[config.mk]
export PLATFORM = sky130hd
export DESIGN_NAME = div_unit
export DESIGN_NICKNAME = d
export VERILOG_FILES = /design/src/rtl/div_unit.sv
export SDC_FILE = /design/constraint.sdc
export NUM_CORES = 1
export LEC_CHECK = 0
export ABC_AREA = 1
export CAP_MARGIN = 20
export CORE_MARGIN = 3
export CORE_UTILIZATION = 60
export CTS_BUF_LIST = sky130_fd_sc_hd__clkbuf_2 sky130_fd_sc_hd__clkbuf_4 sky130_fd_sc_hd__clkbuf_8
export DETAILED_ROUTE_END_ITERATION = 12
export PLACE_DENSITY = 0.83
export RECOVER_POWER = 50
export SLEW_MARGIN = 20
export SYNTH_ARGS = -nofsm -noshare
export SYNTH_HDL_FRONTEND = slang
export SYNTH_SLANG_ARGS = --single-unit
[constraint.sdc]
create_clock -name clk -period 4.6 [get_ports clk]
set_input_delay 0.92 -clock clk [delete_from_list [all_inputs] [get_ports clk]]
set_output_delay 0.92 -clock clk [all_outputs]
set_load 0.05 [all_outputs]
[src/rtl/div_unit.sv]
// div_unit: 32-bit radix-2 restoring divider for DIV/DIVU in EX.
// Holds the pipeline front stalled while iterating; LO=quotient, HI=remainder.
module div_unit (
  input  logic        clk,
  input  logic        rst,
  input  logic        start,
  input  logic        signed_div,
  input  logic [31:0] dividend,
  input  logic [31:0] divisor,
  input  logic        annul,
  output logic [31:0] quotient,
  output logic [31:0] remainder,
  output logic        ready,
  output logic        busy,
  output logic        stallreq_for_ex
);

  typedef enum logic [1:0] {
    S_IDLE,
    S_ZERO,
    S_ON,
    S_END
  } state_e;

  state_e      state_q, state_d;
  logic [5:0]  cnt_q, cnt_d;
  logic [64:0] wr_q, wr_d;
  logic [31:0] dsr_q, dsr_d;
  logic        q_neg_q, q_neg_d;
  logic        r_neg_q, r_neg_d;
  logic [31:0] quo_q, quo_d;
  logic [31:0] rem_q, rem_d;

  logic [31:0] dvd_mag;
  logic [31:0] dsr_mag;
  logic [65:0] shl;
  logic [33:0] diff;
  logic [64:0] step;
  logic [31:0] q_fin;
  logic [31:0] r_fin;

  // operand magnitudes taken at latch time in signed mode
  always_comb begin
    dvd_mag = dividend;
    dsr_mag = divisor;
    if (signed_div && dividend[31]) begin
      dvd_mag = -dividend;
    end
    if (signed_div && divisor[31]) begin
      dsr_mag = -divisor;
    end
  end

  // one restoring step: shift, trial subtract, keep or restore
  always_comb begin
    shl  = {wr_q, 1'b0};
    diff = shl[65:32] - {2'b00, dsr_q};
    if (diff[33]) begin
      step = shl[64:0];
    end else begin
      step = {diff[32:0], shl[31:1], 1'b1};
    end
  end

  // sign fix-up applied to the final step's result
  always_comb begin
    q_fin = step[31:0];
    r_fin = step[63:32];
    if (q_neg_q) begin
      q_fin = -step[31:0];
    end
    if (r_neg_q) begin
      r_fin = -step[63:32];
    end
  end

  // next-state and datapath control
  always_comb begin
    state_d = state_q;
    cnt_d   = cnt_q;
    wr_d    = wr_q;
    dsr_d   = dsr_q;
    q_neg_d = q_neg_q;
    r_neg_d = r_neg_q;
    quo_d   = quo_q;
    rem_d   = rem_q;
    if (annul) begin
      state_d = S_IDLE;
      cnt_d   = 6'd0;
    end else begin
      unique case (state_q)
        S_IDLE: begin
          if (start) begin
            dsr_d   = dsr_mag;
            q_neg_d = signed_div & (dividend[31] ^ divisor[31]);
            r_neg_d = signed_div & dividend[31];
            cnt_d   = 6'd0;
            if (divisor == 32'd0) begin
              state_d = S_ZERO;
              wr_d    = {33'd0, dividend};
            end else begin
              state_d = S_ON;
              wr_d    = {33'd0, dvd_mag};
            end
          end
        end
        S_ZERO: begin
          quo_d   = 32'hFFFF_FFFF;
          rem_d   = wr_q[31:0];
          state_d = S_END;
        end
        S_ON: begin
          wr_d  = step;
          cnt_d = cnt_q + 6'd1;
          if (cnt_q == 6'd31) begin
            state_d = S_END;
            quo_d   = q_fin;
            rem_d   = r_fin;
          end
        end
        S_END: begin
          state_d = S_IDLE;
        end
        default: begin
          state_d = S_IDLE;
        end
      endcase
    end
  end

  // state and datapath registers
  always_ff @(posedge clk or negedge rst) begin
    if (!rst) begin
      state_q <= S_IDLE;
      cnt_q   <= 6'd0;
      wr_q    <= 65'd0;
      dsr_q   <= 32'd0;
      q_neg_q <= 1'b0;
      r_neg_q <= 1'b0;
      quo_q   <= 32'd0;
      rem_q   <= 32'd0;
    end else begin
      state_q <= state_d;
      cnt_q   <= cnt_d;
      wr_q    <= wr_d;
      dsr_q   <= dsr_d;
      q_neg_q <= q_neg_d;
      r_neg_q <= r_neg_d;
      quo_q   <= quo_d;
      rem_q   <= rem_d;
    end
  end

  // status decode; stall is forced low in reset and on a flush
  always_comb begin
    quotient        = quo_q;
    remainder       = rem_q;
    ready           = (state_q == S_END);
    busy            = (state_q != S_IDLE);
    stallreq_for_ex = rst & ~annul &
                      ((state_q == S_IDLE & start) |
                       (state_q == S_ON) |
                       (state_q == S_ZERO));
  end

endmodule

==> results_dict.tcl <==
set metrics [dict create \
    outcome "complete, but fails checks" \
    violations "max-capacitance violations, max-slew violations" \
    n_fill_cell 1877 \
    synth_area_per_cell_um2 6.692 \
    layout_commonest_cell "nand2_1" \
    arrival_ns 4.65 \
    synth_cells 2037 \
    clock.fmax_mhz 237.9 \
    gr-total-overflow 0 \
    dieArea_um2 24560 \
    cp-end-kind "flip-flop" \
    grt_pass1_wl_um 69920 \
    path_cells "inv_1 > ha_1 > clkinv_1 > clkbuf_1 > nor2_1 > nand2_1 > inv_1 > nand3_1 > o21ai_0 > inv_1" \
    antenna_cells 0 \
    grt_usage_pct 35.87 \
    dr.first_iter.drc_count 1487 \
    rr_worst_depth 10 \
    finClkSkew_ns 0.02483 \
    clkLatencyLatePin_ns 0.49 \
    place_area_um2 15150 \
    vias 14469 \
    grt_max_degree 98 \
    crit_path_max_fanout 34 \
    nNetsFinal 2254 \
    wl_um 44390 \
    area.sequential_um2 4279 \
    final_cells 2436 \
    coreArea_um2 22090 \
    max_slew_margin_pct -55.88 \
    final_hold_viol_count 0 \
    fin_crit_ns 4.204 \
    port_buffers 135 \
    synth_flop_cell "dfrtp_1" \
    rr_startpoint "state_q[0]" \
    drive_gt1_share_pct 8.024 \
    holdBufCountCts 0 \
    yosys_warnings 0 \
    drtPass1Iterations 6 \
    cellLeakagePower_nw 7.533 \
    powerDensity_nw_per_um2 809.8 \
    ys_types 60 \
    die_y_um 156.7 \
    dp_cells 2404 \
    finalCritPeriodShare_pct 91.39 \
    crit_path_frequent_cell "inv_1" \
    syn_area_um2 13630 \
    first_global_vias 13302 \
    place_ws_ns 0.3515 \
    setup_tns_ns 0 \
    tightest_slew_ns 2.338 \
    worstSetupPathType "reg2reg" \
    cts_tree "done" \
    fin_ws_ns 0.3960 \
    cp.required_ns 5.04 \
    setup_viol 0 \
    pin_count 136 \
    r2r_slack_ns 0.40 \
    clk_pin_slew_ns 0.12 \
    fin_area_um2 15540 \
    place_congestion 1.001 \
    syn-num-nets 2148 \
    cap_violations 4 \
    multiInputGateArea_um2 8009 \
    critPathSlowestCell "clkbuf_1" \
    antenna_found_initial 1 \
    critPathLaunchType "flip-flop" \
    hold_class "in2async" \
    grt_setup_unrepaired "false" \
    start_util_pct 61.70 \
    r2r_end "quotient[29]" \
    route.detailed.drc 0 \
    viasPerCell 5.940 \
    ant_nets 0 \
    clockRootBuffer "clkbuf_8" \
    max_stage_delay_ns 1.18 \
    dieWidth_um 156.7 \
    ys_ff_latch 171 \
    dp_hpwl_um 34160 \
    htreeDepth 4 \
    wl_per_cell_um 18.22 \
    drv_slew 238 \
    peakVddDrop_mv 0.7133 \
    clockBufferDepth 2 \
    seq_area_frac_synth_pct 31.39 \
    cts_made_buffers 17 \
    synthArstFlopShare_pct 100.0 \
    mostFrequentLayoutCells "nand2_1 (544), inv_1 (250), nor2_1 (175), dfrtp_1 (171), o21ai_0 (158)" \
    syn_to_final_growth_pct 14.01 \
    rows 54 \
    clock_sinks 171 \
    synth_edf_count 0 \
]
==> flip-flops by register name, summed over array words and instances (netlist names) <==
name,flops
cnt_q,6
dsr_q,32
q_neg_q,1
quotient,32
r_neg_q,1
remainder,32
state_q,2
wr_q,65
==> worst max path at each step <==
| stage | to | start | slack (ns) | cells after the start |
|---|---|---|---|---|
| finish | quotient[29] | state_q[0] | 0.40 | 10 |
| floorplan | quotient[28] | wr_q[55] | 0.65 | 22 |
| global placement | wr_q[15] | divisor[0] | 0.50 | 19 |
| detailed placement | wr_q[4] | divisor[0] | 0.35 | 19 |
| CTS | quotient[28] | wr_q[55] | 0.44 | 21 |
| global route | quotient[30] | wr_q[55] | 0.02 | 26 |
==> synth_stat cells, types with 7 or more instances <==
cell       count  share of area (%)
o21ai_0      159                5.8
ha_1          41                3.8
nand4_1       33                1.5
nor2_2        16               0.73
dfrtp_1      171                 31
nand2_1      545                 15
buf_6          7               0.58
clkbuf_1      47                1.3
o22a_1         7               0.45
a2bb2oi_1      7               0.45
o22ai_1       27                1.2
inv_2         12               0.33
nor3_1        32                1.2
inv_1        250                6.9
nand3_1      105                3.9
a31oi_1        7               0.32
nand3b_1      12               0.66
nor2_1       176                4.8
a21oi_1      134                4.9
xnor2_1       25                1.6
o21ai_1       16               0.59
nand2_4        8               0.66
nand3_2       11               0.81
xor2_1        50                3.2
o32a_1         7               0.51
nand2_2       41                1.9
==> layer usage <==
| metal | routed length (um) | share of wire, % | track usage [%] | vias to the layer above |
|---|---|---|---|---|
| met1 | 19350 | 44 | 51.58 | 6757 |
| met4 | 1142 | 2.6 | 10.13 | 0 |
| li1 | - | - | - | 6855 |
| met3 | 4119 | 9.3 | 6.997 | 96 |
| met5 | 0 | 0 | 0 | - |
| met2 | 19780 | 45 | 55.21 | 761 |
==> cell families after synthesis <==
group | Yosys count | synth area share [%]
AOI/OAI and AO/OA | 406 | 17.05
xor gates and xnor gates | 75 | 4.819
adders and majority gates | 42 | 3.910
buffers and inverters | 337 | 10.09
DFF | 171 | 31.39
and+or+nand+nor | 1006 | 32.74
==> worst max-delay path, delay by kind of cell (launching register included) <==
family	cells	cell delay, ns
compound gates	1	0.12
fa+ha+maj	1	0.24
buf+inv	5	1.93
flops	1	0.39
simple gates	3	1.46
==> repair_timing <==
item                       in CTS  in global routing
gates resized for setup         0                  3
setup buffers                   0                  0
setup endpoints to repair       0                  2
==> metrics by stage <==
step | total power [mW] | utilization, % | hold WS [ns]
floorplan | 8.957 | - | 0.4530
global placement | 11.07 | 68.58 | 0.4617
detailed placement | 11.24 | 68.58 | 0.4661
CTS | 12.37 | 70.35 | 0.3191
global route | 13.57 | 70.34 | 0.3336
finish | 12.58 | 70.34 | 0.3242
==> power breakdown <==
group	internal, mW	total, mW	switching (mW)
registers	2.03	2.49	0.462
logic	2.68	9.00	6.32
clock network	0.421	1.09	0.672
==> cell type report <==
class	instances	area share (%)
repair buffers	158	9.733
clock buffers	18	1.594
well taps	280	2.254
clock inverters	14	0.9258
flip-flops and latches	171	27.53
multi-input cells	1529	51.53
inverters	266	6.425
No activity file was read; power rests on OpenSTA's default activity.
